`src/rtl/usr_shift_engine_if.sv`:
```
// Handshake and data bundle for usr_shift_engine.
// The master side drives the step controls and data; the slave side is the shifter.
interface usr_shift_engine_if #(
    parameter int unsigned WIDTH = 8,
    parameter int unsigned AMT_W = $clog2(WIDTH) + 1
);
    logic             en;
    logic             start;
    logic [2:0]       op;
    logic [AMT_W-1:0] amt;
    logic             sinr;
    logic             sinl;
    logic [WIDTH-1:0] inp;
    logic [WIDTH-1:0] pout;
    logic             soutr;
    logic             soutl;
    logic             busy;
    logic             done;

    modport master (
        output en, start, op, amt, sinr, sinl, inp,
        input  pout, soutr, soutl, busy, done
    );

    modport slave (
        input  en, start, op, amt, sinr, sinl, inp,
        output pout, soutr, soutl, busy, done
    );
endinterface

```
`src/rtl/usr_shift_engine.sv`:
```
// Parametrised universal shift register with shift/rotate/arithmetic/load/clear
// steps, registered serial outputs and a counted burst mode with busy/done.
module usr_shift_engine #(
    parameter int unsigned WIDTH = 8
) (
    input  logic               clk,
    input  logic               clr,
    usr_shift_engine_if.slave  bus
);
    localparam int unsigned AMT_W = $clog2(WIDTH) + 1;

    localparam logic [2:0] OP_HOLD = 3'b000;
    localparam logic [2:0] OP_SHR  = 3'b001;
    localparam logic [2:0] OP_SHL  = 3'b010;
    localparam logic [2:0] OP_LOAD = 3'b011;
    localparam logic [2:0] OP_ROR  = 3'b100;
    localparam logic [2:0] OP_ROL  = 3'b101;
    localparam logic [2:0] OP_ASR  = 3'b110;
    localparam logic [2:0] OP_CLR  = 3'b111;

    typedef enum logic {
        IDLE = 1'b0,
        RUN  = 1'b1
    } state_e;

    state_e           state_q;
    logic [2:0]       op_q;
    logic [AMT_W-1:0] cnt_q;
    logic [WIDTH-1:0] pout_q;
    logic             soutr_q;
    logic             soutl_q;
    logic             busy_q;
    logic             done_q;

    logic [2:0]       step_op_c;
    logic [WIDTH-1:0] pout_d;
    logic             soutr_d;
    logic             soutl_d;
    logic             burst_op_c;

    // Result of one step with the live op in IDLE or the latched op in RUN.
    always_comb begin
        step_op_c = (state_q == RUN) ? op_q : bus.op;
        pout_d    = pout_q;
        soutr_d   = soutr_q;
        soutl_d   = soutl_q;
        case (step_op_c)
            OP_SHR: begin
                pout_d  = {bus.sinr, pout_q[WIDTH-1:1]};
                soutr_d = pout_q[0];
            end
            OP_SHL: begin
                pout_d  = {pout_q[WIDTH-2:0], bus.sinl};
                soutl_d = pout_q[WIDTH-1];
            end
            OP_LOAD: pout_d = bus.inp;
            OP_ROR: begin
                pout_d  = {pout_q[0], pout_q[WIDTH-1:1]};
                soutr_d = pout_q[0];
            end
            OP_ROL: begin
                pout_d  = {pout_q[WIDTH-2:0], pout_q[WIDTH-1]};
                soutl_d = pout_q[WIDTH-1];
            end
            OP_ASR: begin
                pout_d  = {pout_q[WIDTH-1], pout_q[WIDTH-1:1]};
                soutr_d = pout_q[0];
            end
            OP_CLR:  pout_d = '0;
            default: pout_d = pout_q;
        endcase
    end

    // Ops that may run as a counted burst; hold/load/clear always act once.
    always_comb begin
        burst_op_c = (bus.op == OP_SHR) || (bus.op == OP_SHL) ||
                     (bus.op == OP_ROR) || (bus.op == OP_ROL) ||
                     (bus.op == OP_ASR);
    end

    // Burst FSM, step counter and registered datapath outputs.
    always_ff @(posedge clk or negedge clr) begin
        if (!clr) begin
            state_q <= IDLE;
            op_q    <= OP_HOLD;
            cnt_q   <= '0;
            pout_q  <= '0;
            soutr_q <= 1'b0;
            soutl_q <= 1'b0;
            busy_q  <= 1'b0;
            done_q  <= 1'b0;
        end else if (bus.en) begin
            done_q <= 1'b0;
            case (state_q)
                IDLE: begin
                    if (bus.start && burst_op_c && (bus.amt != '0)) begin
                        op_q    <= bus.op;
                        cnt_q   <= bus.amt;
                        state_q <= RUN;
                        busy_q  <= 1'b1;
                    end else begin
                        pout_q  <= pout_d;
                        soutr_q <= soutr_d;
                        soutl_q <= soutl_d;
                        done_q  <= bus.start;
                    end
                end
                RUN: begin
                    pout_q  <= pout_d;
                    soutr_q <= soutr_d;
                    soutl_q <= soutl_d;
                    cnt_q   <= cnt_q - AMT_W'(1);
                    if (cnt_q == AMT_W'(1)) begin
                        state_q <= IDLE;
                        busy_q  <= 1'b0;
                        done_q  <= 1'b1;
                    end
                end
                default: state_q <= IDLE;
            endcase
        end else begin
            done_q <= 1'b0;
        end
    end

    assign bus.pout  = pout_q;
    assign bus.soutr = soutr_q;
    assign bus.soutl = soutl_q;
    assign bus.busy  = busy_q;
    assign bus.done  = done_q;
endmodule

```
`src/flat_wrapper.sv`:
```
// flat-port wrapper written by rule: the top's interface ports become plain ports
module usr_shift_engine_flat 
#(
    parameter int unsigned WIDTH = 8
)
  (clk, clr, bus_en, bus_start, bus_op, bus_amt, bus_sinr, bus_sinl, bus_inp, bus_pout, bus_soutr, bus_soutl, bus_busy, bus_done);
  usr_shift_engine_if #(.WIDTH(WIDTH)) bus_i ();
  input  logic clk;
  input  logic clr;
  input wire logic [$bits(bus_i.en)-1:0] bus_en;
  input wire logic [$bits(bus_i.start)-1:0] bus_start;
  input wire logic [$bits(bus_i.op)-1:0] bus_op;
  input wire logic [$bits(bus_i.amt)-1:0] bus_amt;
  input wire logic [$bits(bus_i.sinr)-1:0] bus_sinr;
  input wire logic [$bits(bus_i.sinl)-1:0] bus_sinl;
  input wire logic [$bits(bus_i.inp)-1:0] bus_inp;
  output wire logic [$bits(bus_i.pout)-1:0] bus_pout;
  output wire logic [$bits(bus_i.soutr)-1:0] bus_soutr;
  output wire logic [$bits(bus_i.soutl)-1:0] bus_soutl;
  output wire logic [$bits(bus_i.busy)-1:0] bus_busy;
  output wire logic [$bits(bus_i.done)-1:0] bus_done;
  assign bus_i.en = bus_en;
  assign bus_i.start = bus_start;
  assign bus_i.op = bus_op;
  assign bus_i.amt = bus_amt;
  assign bus_i.sinr = bus_sinr;
  assign bus_i.sinl = bus_sinl;
  assign bus_i.inp = bus_inp;
  assign bus_pout = bus_i.pout;
  assign bus_soutr = bus_i.soutr;
  assign bus_soutl = bus_i.soutl;
  assign bus_busy = bus_i.busy;
  assign bus_done = bus_i.done;
  usr_shift_engine #(.WIDTH(WIDTH)) u_core (.clk(clk), .clr(clr), .bus(bus_i));
endmodule
```
`config.mk`:
```
export PLATFORM = sky130hd
export DESIGN_NAME = usr_shift_engine_flat
export DESIGN_NICKNAME = d
export VERILOG_FILES = /design/src/rtl/usr_shift_engine_if.sv /design/src/rtl/usr_shift_engine.sv /design/src/flat_wrapper.sv
export SDC_FILE = /design/constraint.sdc
export NUM_CORES = 1
export LEC_CHECK = 0
export ABC_AREA = 0
export CAP_MARGIN = 10
export CORE_MARGIN = 2
export CORE_UTILIZATION = 40
export CTS_CLUSTER_DIAMETER = 150
export DETAILED_ROUTE_END_ITERATION = 8
export DONT_BUFFER_PORTS = 1
export PLACE_DENSITY = 0.54
export SLEW_MARGIN = 20
export SYNTH_ARGS = -nofsm -noshare
export SYNTH_HDL_FRONTEND = slang
export SYNTH_SLANG_ARGS = --single-unit
```
`constraint.sdc`:
```
create_clock -name clk -period 1.9 [get_ports clk]
set_clock_uncertainty 0.1 [all_clocks]
set_input_delay 0.38 -clock clk [delete_from_list [all_inputs] [get_ports clk]]
set_output_delay 0.38 -clock clk [all_outputs]
set_load 0.005 [all_outputs]
```
Word-level counts from Yosys, hierarchy flattened
Index checks and enable logic that the tools add are counted.
{"block": "op_classes", "addsub": 1, "mul": 0, "n_div": 0, "magnitude_cmp": 0, "n_eq_ne": 16, "n_shift": 0, "n_mux": 22, "bitwise": 1, "n_reduce_logical": 13}
{"op": "$pmux W8 S7", "n": 1}
{"op": "$eq A3 B3 Y1 const B", "n": 7}
{"op": "$pmux W8 S2", "n": 1}
{"op": "$mux W1", "n": 11}
{"op": "$pmux W1 S2", "n": 5}
{"op": "$eq A3 B2 Y1 const B", "n": 3}
{"op": "$mux W8", "n": 1}
{"op": "$pmux W4 S2", "n": 1}
{"op": "$eq A3 B1 Y1 const B", "n": 2}
{"op": "$reduce_and A3 Y1", "n": 2}
{"op": "$eq A4 B1 Y1 const B", "n": 1}
{"op": "$logic_or A1 B1 Y1", "n": 4}
{"op": "$mux W4", "n": 1}
{"op": "$ne A2 B2 Y1 const B", "n": 2}
{"op": "$reduce_and A2 Y1", "n": 2}
{"op": "$reduce_bool A4 Y1", "n": 1}
{"op": "$sub A4 B1 Y4 const B", "n": 1}
{"op": "$mux W3", "n": 1}
{"op": "$reduce_or A3 Y1", "n": 1}
{"op": "$logic_and A1 B1 Y1", "n": 2}
{"op": "$ne A2 B1 Y1 const B", "n": 1}
{"op": "$reduce_or A2 Y1", "n": 1}
{"op": "$not A1 Y1", "n": 1}
{"block": "totals", "reg_bits": 20, "latchBits": 0, "mem_bits_rw": 0, "rom_bits": 0, "inputBits": 21, "out_inout_bits": 12, "word_cells": 61, "mem_count": 0}

Depth between registers and ports, before layout
{"block": "depth", "ltp_word": 10, "ltp_mapped": 7, "mapped_depth_nobuf": 7}

Least setup slack after synthesis
Ideal clock, no wire load.
{"block": "synth_timing", "path_kind": "input-to-reg", "from": "in bus_amt[2]", "to": "reg u_core.pout_q[7] (netlist: u_core.bus.pout[7])", "setup_ps": 125, "arrival_ps": 1596, "path_slack_ps": 79, "stages": 5, "n_path_buf": 0, "cell_sequence": "nor4_4 > nor2_1 > o41a_1 > a21oi_2 > mux2_2"}
{"block": "synth_between", "elab_chain_cells": 4}
{"item": "start, declared", "line_no": "flat_wrapper.sv:13", "rtl": "input wire logic [$bits(bus_i.amt)-1:0] bus_amt;"}
{"item": "$reduce_bool A4 Y1", "line_no": "usr_shift_engine.sv:96", "rtl": "if (bus.start && burst_op_c && (bus.amt != '0)) begin"}
{"item": "$logic_and A1 B1 Y1", "line_no": "usr_shift_engine.sv:96"}
{"item": "$ne A2 B2 Y1 (no line)"}
{"item": "$reduce_and A2 Y1 (no line)"}
{"item": "end signal, assigned", "line_no": "usr_shift_engine.sv:102", "rtl": "pout_q <= pout_d;"}
{"item": "end signal, assigned", "line_no": "usr_shift_engine.sv:109", "rtl": "pout_q <= pout_d;"}
{"item": "end, declared", "line_no": "usr_shift_engine.sv:29", "rtl": "logic [WIDTH-1:0] pout_q;"}
No other way between the ends.
A chain may end at the register's enable or synchronous reset.

Worst setup path after layout
{"block": "layout_timing", "from": "reg u_core.state_q", "to": "reg u_core.soutl_q (netlist: u_core.bus.soutl)"}
{"block": "layout_between", "elab_chain_cells": 6}
{"item": "start, declared", "line_no": "usr_shift_engine.sv:26", "rtl": "state_e state_q;"}
{"item": "start signal, assigned", "line_no": "usr_shift_engine.sv:84", "rtl": "state_q <= IDLE;"}
{"item": "start signal, assigned", "line_no": "usr_shift_engine.sv:99", "rtl": "state_q <= RUN;"}
{"item": "start signal, assigned", "line_no": "usr_shift_engine.sv:114", "rtl": "state_q <= IDLE;"}
{"item": "$mux W3", "line_no": "usr_shift_engine.sv:43", "rtl": "step_op_c = (state_q == RUN) ? op_q : bus.op;"}
{"item": "$eq A3 B2 Y1 or $eq A3 B3 Y1 (tied branches)", "line_no": "usr_shift_engine.sv:47", "rtl": "case (step_op_c)"}
{"item": "$reduce_or A2 Y1 (no line)"}
{"item": "$mux W1", "line_no": "usr_shift_engine.sv:47"}
{"item": "$mux W1", "line_no": "usr_shift_engine.sv:96"}
{"item": "$pmux W1 S2", "line_no": "usr_shift_engine.sv:94", "rtl": "case (state_q)"}
{"item": "end signal, assigned", "line_no": "usr_shift_engine.sv:104", "rtl": "soutl_q <= soutl_d;"}
{"item": "end signal, assigned", "line_no": "usr_shift_engine.sv:111", "rtl": "soutl_q <= soutl_d;"}
{"item": "end, declared", "line_no": "usr_shift_engine.sv:31", "rtl": "logic soutl_q;"}
Several ways; a longest one is shown, not always the timed one. The select of a mux whose other input is x is not followed.

==> results.py <==
metrics = {
    "status": {
        "run_status": "finished clean",
    },
    "route": {
        "detail_route.first_pass.iterations": 5,
        "drt_first_iter_violations": 50,
        "route.detailed.wl_per_inst_um": 16.4,
        "wirelength_mm": 3.13,
        "drcViolationCount": 0,
        "ant_nets": 0,
        "via_count": 1111,
        "vias_per_cell": 5.82,
    },
    "grt": {
        "grt_use_total_pct": 18.1,
        "pin_count_of_the_biggest_net_entering_global_routing": 21,
        "grt_most_used_layer": "met2",
        "grt_pass1_vias": 1118,
        "use_met3_pct": 3.84,
        "globalRoute.totalOverflow": 0,
        "grt_antenna_before_repair": 0,
        "use_met1_pct": 23.0,
        "grt_first_pass_wirelength_mm": 4.97,
        "groute.layer.met2.usage_pct": 31.1,
    },
    "placed_design": {
        "finalWeightedCongestion": 0.794,
        "dp_cells": 186,
        "place.port_buffers": 0,
        "hpwl_mm": 2.30,
    },
    "yosys": {
        "synth_cell_type_count": 36,
        "synthMuxAreaShare_pct": 12.4,
        "postSynth.topFlopCell": "sky130_fd_sc_hd__dfrtp_1",
        "yosys_warnings": 0,
        "synth-edff-count": 0,
        "synth.avg_cell_area_um2": 9.81,
        "synthMostInstantiatedCell": "sky130_fd_sc_hd__dfrtp_1",
        "synth_cells": 130,
        "postSynthNetCount": 153,
        "netlist_top_cells_count": "sky130_fd_sc_hd__dfrtp_1 (20), sky130_fd_sc_hd__nand2_1 (11), sky130_fd_sc_hd__a21oi_1 (10), sky130_fd_sc_hd__nor2_1 (10)",
        "xor_xnor_share_of_the_synthesized_area_pct": 0,
        "postSynthRegisterBits": 20,
        "register_area_share_after_synthesis_pct": 39.3,
        "post_synthesis_async_set_or_reset_flop_share_pct": 100,
        "synthDominantAreaCellType": "sky130_fd_sc_hd__dfrtp_1",
        "yosysTopAreaCellShare_pct": 39.3,
        "yosys.area_share.simple_pct": 15.9,
        "share_of_the_synthesized_area_in_compound_gates_ao_oa_aoi_oai_pct": 27.2,
        "post_synth_fa_ha_maj_area_fraction_pct": 1.96,
        "ys_top_cells_by_area": "sky130_fd_sc_hd__dfrtp_1 (39%), sky130_fd_sc_hd__mux2_2 (7.1%), sky130_fd_sc_hd__a222oi_1 (4.7%)",
        "summed_instance_area_of_the_synthesized_netlist_mm2": 0.00127,
        "synth_top_family_by_area": "compound AO/OA/AOI/OAI gates",
    },
    "critical_path": {
        "endpoint_of_the_worst_slack_reg_to_reg_timing_path": "u_core.bus.soutl$_DFFE_PN0P_",
        "critical_path_class": "reg2reg",
        "ff2ff_path_depth": 6,
        "worstSetupStartpoint": "u_core.state_q$_DFFE_PN0P_",
        "crit-reg2reg-launch": "u_core.state_q$_DFFE_PN0P_",
        "timing.critical_path.slowest_cell_delay_ns": 0.46,
        "crit_path_end_kind": "register",
        "critical_path_cell_sequence": "buf_4 > mux2i_2 > nand2_2 > o2bb2ai_4 > nand2b_2 > mux2_4",
        "timing.critical_path.from_type": "register",
        "cp.arrival_ns": 1.94,
        "slowest_stage": "sky130_fd_sc_hd__dfrtp_2",
        "crit_path_max_fanout": 6,
        "cp_data_required_time_ns": 1.99,
        "r2r_setup_slack_ns": 0.05,
    },
    "sta": {
        "achievable-frequency_mhz": 541,
        "worst_pin_slew_ns": 0.935,
        "report.final.slew_viol_count": 0,
        "finalHoldWorstSlack_ns": 0.118,
        "finalWorstPathRequiredPeriod_ns": 1.85,
        "number_of_hold_violations_in_the_final_report": 0,
        "grt_setup_unrepaired": "yes",
        "setup_violations": 0,
        "crit_share_post_route_pct": 97.4,
        "relSlewSlack_pct": 37.4,
        "fin_tns_setup_ns": 0,
    },
    "worst_hold_path": {
        "whs_endpoint": "u_core.op_q[2]$_DFFE_PN0P_",
        "hold_class": "in2reg",
        "whs_path_depth": 1,
        "hold_start": "bus_op[2]",
    },
    "clock_network": {
        "cts.sinks": 20,
        "ctsHtreeMaxLevel": 1,
        "tritoncts": "yes",
        "cts.clk_slew.worst_paths_ns": 0.12,
        "numCtsBuffers": 3,
        "clock-root-buffer": "sky130_fd_sc_hd__clkbuf_4",
        "max-clock-path-buffers": 2,
        "worst_skew_pair_later_pin_latency_ns": 0.30,
    },
    "finish": {
        "diodes": 0,
        "fillers": 309,
        "finish.cell_count_without_fillers": 191,
        "layout-area-overhead-vs-synth_pct": 17.2,
        "post_route_cells_drive_above_1_share_pct": 29.3,
        "layout.nets": 172,
    },
    "floorplanning": {
        "die-height_um": 60.5,
        "start_util_pct": 41.8,
        "fp.coreArea_mm2": 0.00305,
        "number_of_cell_rows": 20,
        "top_level_ports": 33,
        "die-area_mm2": 0.00365,
        "die_width_um": 60.5,
    },
    "power_and_ir_drop": {
        "power.total_mw": 2.43,
        "power_density_of_the_placed_cells_mw_per_mm2": 1630,
        "power.leakage_nw": 0.620,
        "irDropWorstVdd_uv": 636,
    },
    "flow_run": {
        "timing.max_cap.violations": 0,
    },
}
-- logic make-up after synthesis --
| kind of cell | count (synthesis) |
|---|---|
| simple gates | 38 |
| mux | 13 |
| compound gates | 48 |
| buf+inv | 9 |
| fa+ha+maj | 2 |
| flops | 20 |
-- cell usage in the layout, fill, tap and decap left out, types with 3 or more instances in the layout --
cell                       synthesis  routed
sky130_fd_sc_hd__inv_1             5       5
sky130_fd_sc_hd__nor2_1           10      10
sky130_fd_sc_hd__nand3_1           5       5
sky130_fd_sc_hd__a222oi_1          6       6
sky130_fd_sc_hd__dfrtp_1          20      19
sky130_fd_sc_hd__nor3_1            5       5
sky130_fd_sc_hd__a21oi_1          10      10
sky130_fd_sc_hd__nand2_1          11      10
sky130_fd_sc_hd__o22ai_1           4       4
sky130_fd_sc_hd__o21ai_0           8       8
sky130_fd_sc_hd__mux2_2            8       6
sky130_fd_sc_hd__mux2_4            1       3
sky130_fd_sc_hd__buf_4             0      16
sky130_fd_sc_hd__clkbuf_4          0       3
sky130_fd_sc_hd__o21ai_1           4       4
-- worst max-delay path, delay by kind of cell, from the launching register on --
kind,cells,cell delay (ns)
muxes,2,0.60
DFF,1,0.46
and+or+nand+nor,2,0.21
AOI/OAI and AO/OA,1,0.18
buffers and inverters,1,0.17
-- stage by stage --
step	setup WS, ns	utilization, %	instance area, um^2
final	0.0501	48.9	1490
after global placement	0.0614	46.7	1430
after floorplan	0.0795	-	1270
after global routing	-0.0406	48.9	1490
after detailed placement	0.0402	46.7	1430
after CTS	0.0558	47.8	1460
-- worst max path at each step --
stage / to / slack (ns) / depth (start not counted)
2_1_floorplan: u_core.bus.pout[7]$_DFFE_PN0P_ / 0.08 / 5
3_3_place_gp: u_core.bus.pout[6]$_DFFE_PN0P_ / 0.06 / 6
3_5_place_dp: u_core.bus.pout[1]$_DFFE_PN0P_ / 0.04 / 6
4_1_cts: u_core.bus.pout[1]$_DFFE_PN0P_ / 0.06 / 7
5_1_grt: u_core.bus.soutl$_DFFE_PN0P_ / -0.04 / 6
6_report: u_core.bus.soutl$_DFFE_PN0P_ / 0.05 / 6
-- repair_timing --
item | 4_1_cts | 5_1_grt
hold buffers | 1 | 0
endpoints found under the setup margin | 1 | 8
pin swaps | 0 | 2
setup buffers | 0 | 1
gates resized for setup | 1 | 7
hold endpoints to repair | 20 | 0
-- final cells by class --
type	count	area (um^2)	area share, %
clock buffers	3	22.5	1.51
inverters	5	18.8	1.26
multi-input cells	101	754	50.5
flip-flops and latches	20	502	33.6
well taps	44	55.1	3.69
repair buffers	18	141	9.46
-- flip-flops by register name, summed over array words and instances, names as in the netlist --
name / flops
u_core.bus.pout: 8
u_core.cnt_q: 4
u_core.op_q: 3
u_core.bus.busy: 1
u_core.bus.done: 1
u_core.bus.soutl: 1
u_core.bus.soutr: 1
u_core.state_q: 1
-- report_power, final --
part / total [mW] / leakage [nW] / internal, mW / switching, mW
Sequential: 0.843 / 0.253 / 0.607 / 0.236
Clock: 0.201 / 0.0138 / 0.0739 / 0.127
Combinational: 1.39 / 0.354 / 0.714 / 0.673
-- per-layer routing --
metal | up-vias | wire length (um)
met5 | - | 0
met4 | 0 | 33
met3 | 4 | 185
met2 | 34 | 1490
met1 | 536 | 1420
li1 | 537 | -
No activity file was read; power rests on OpenSTA's default activity.
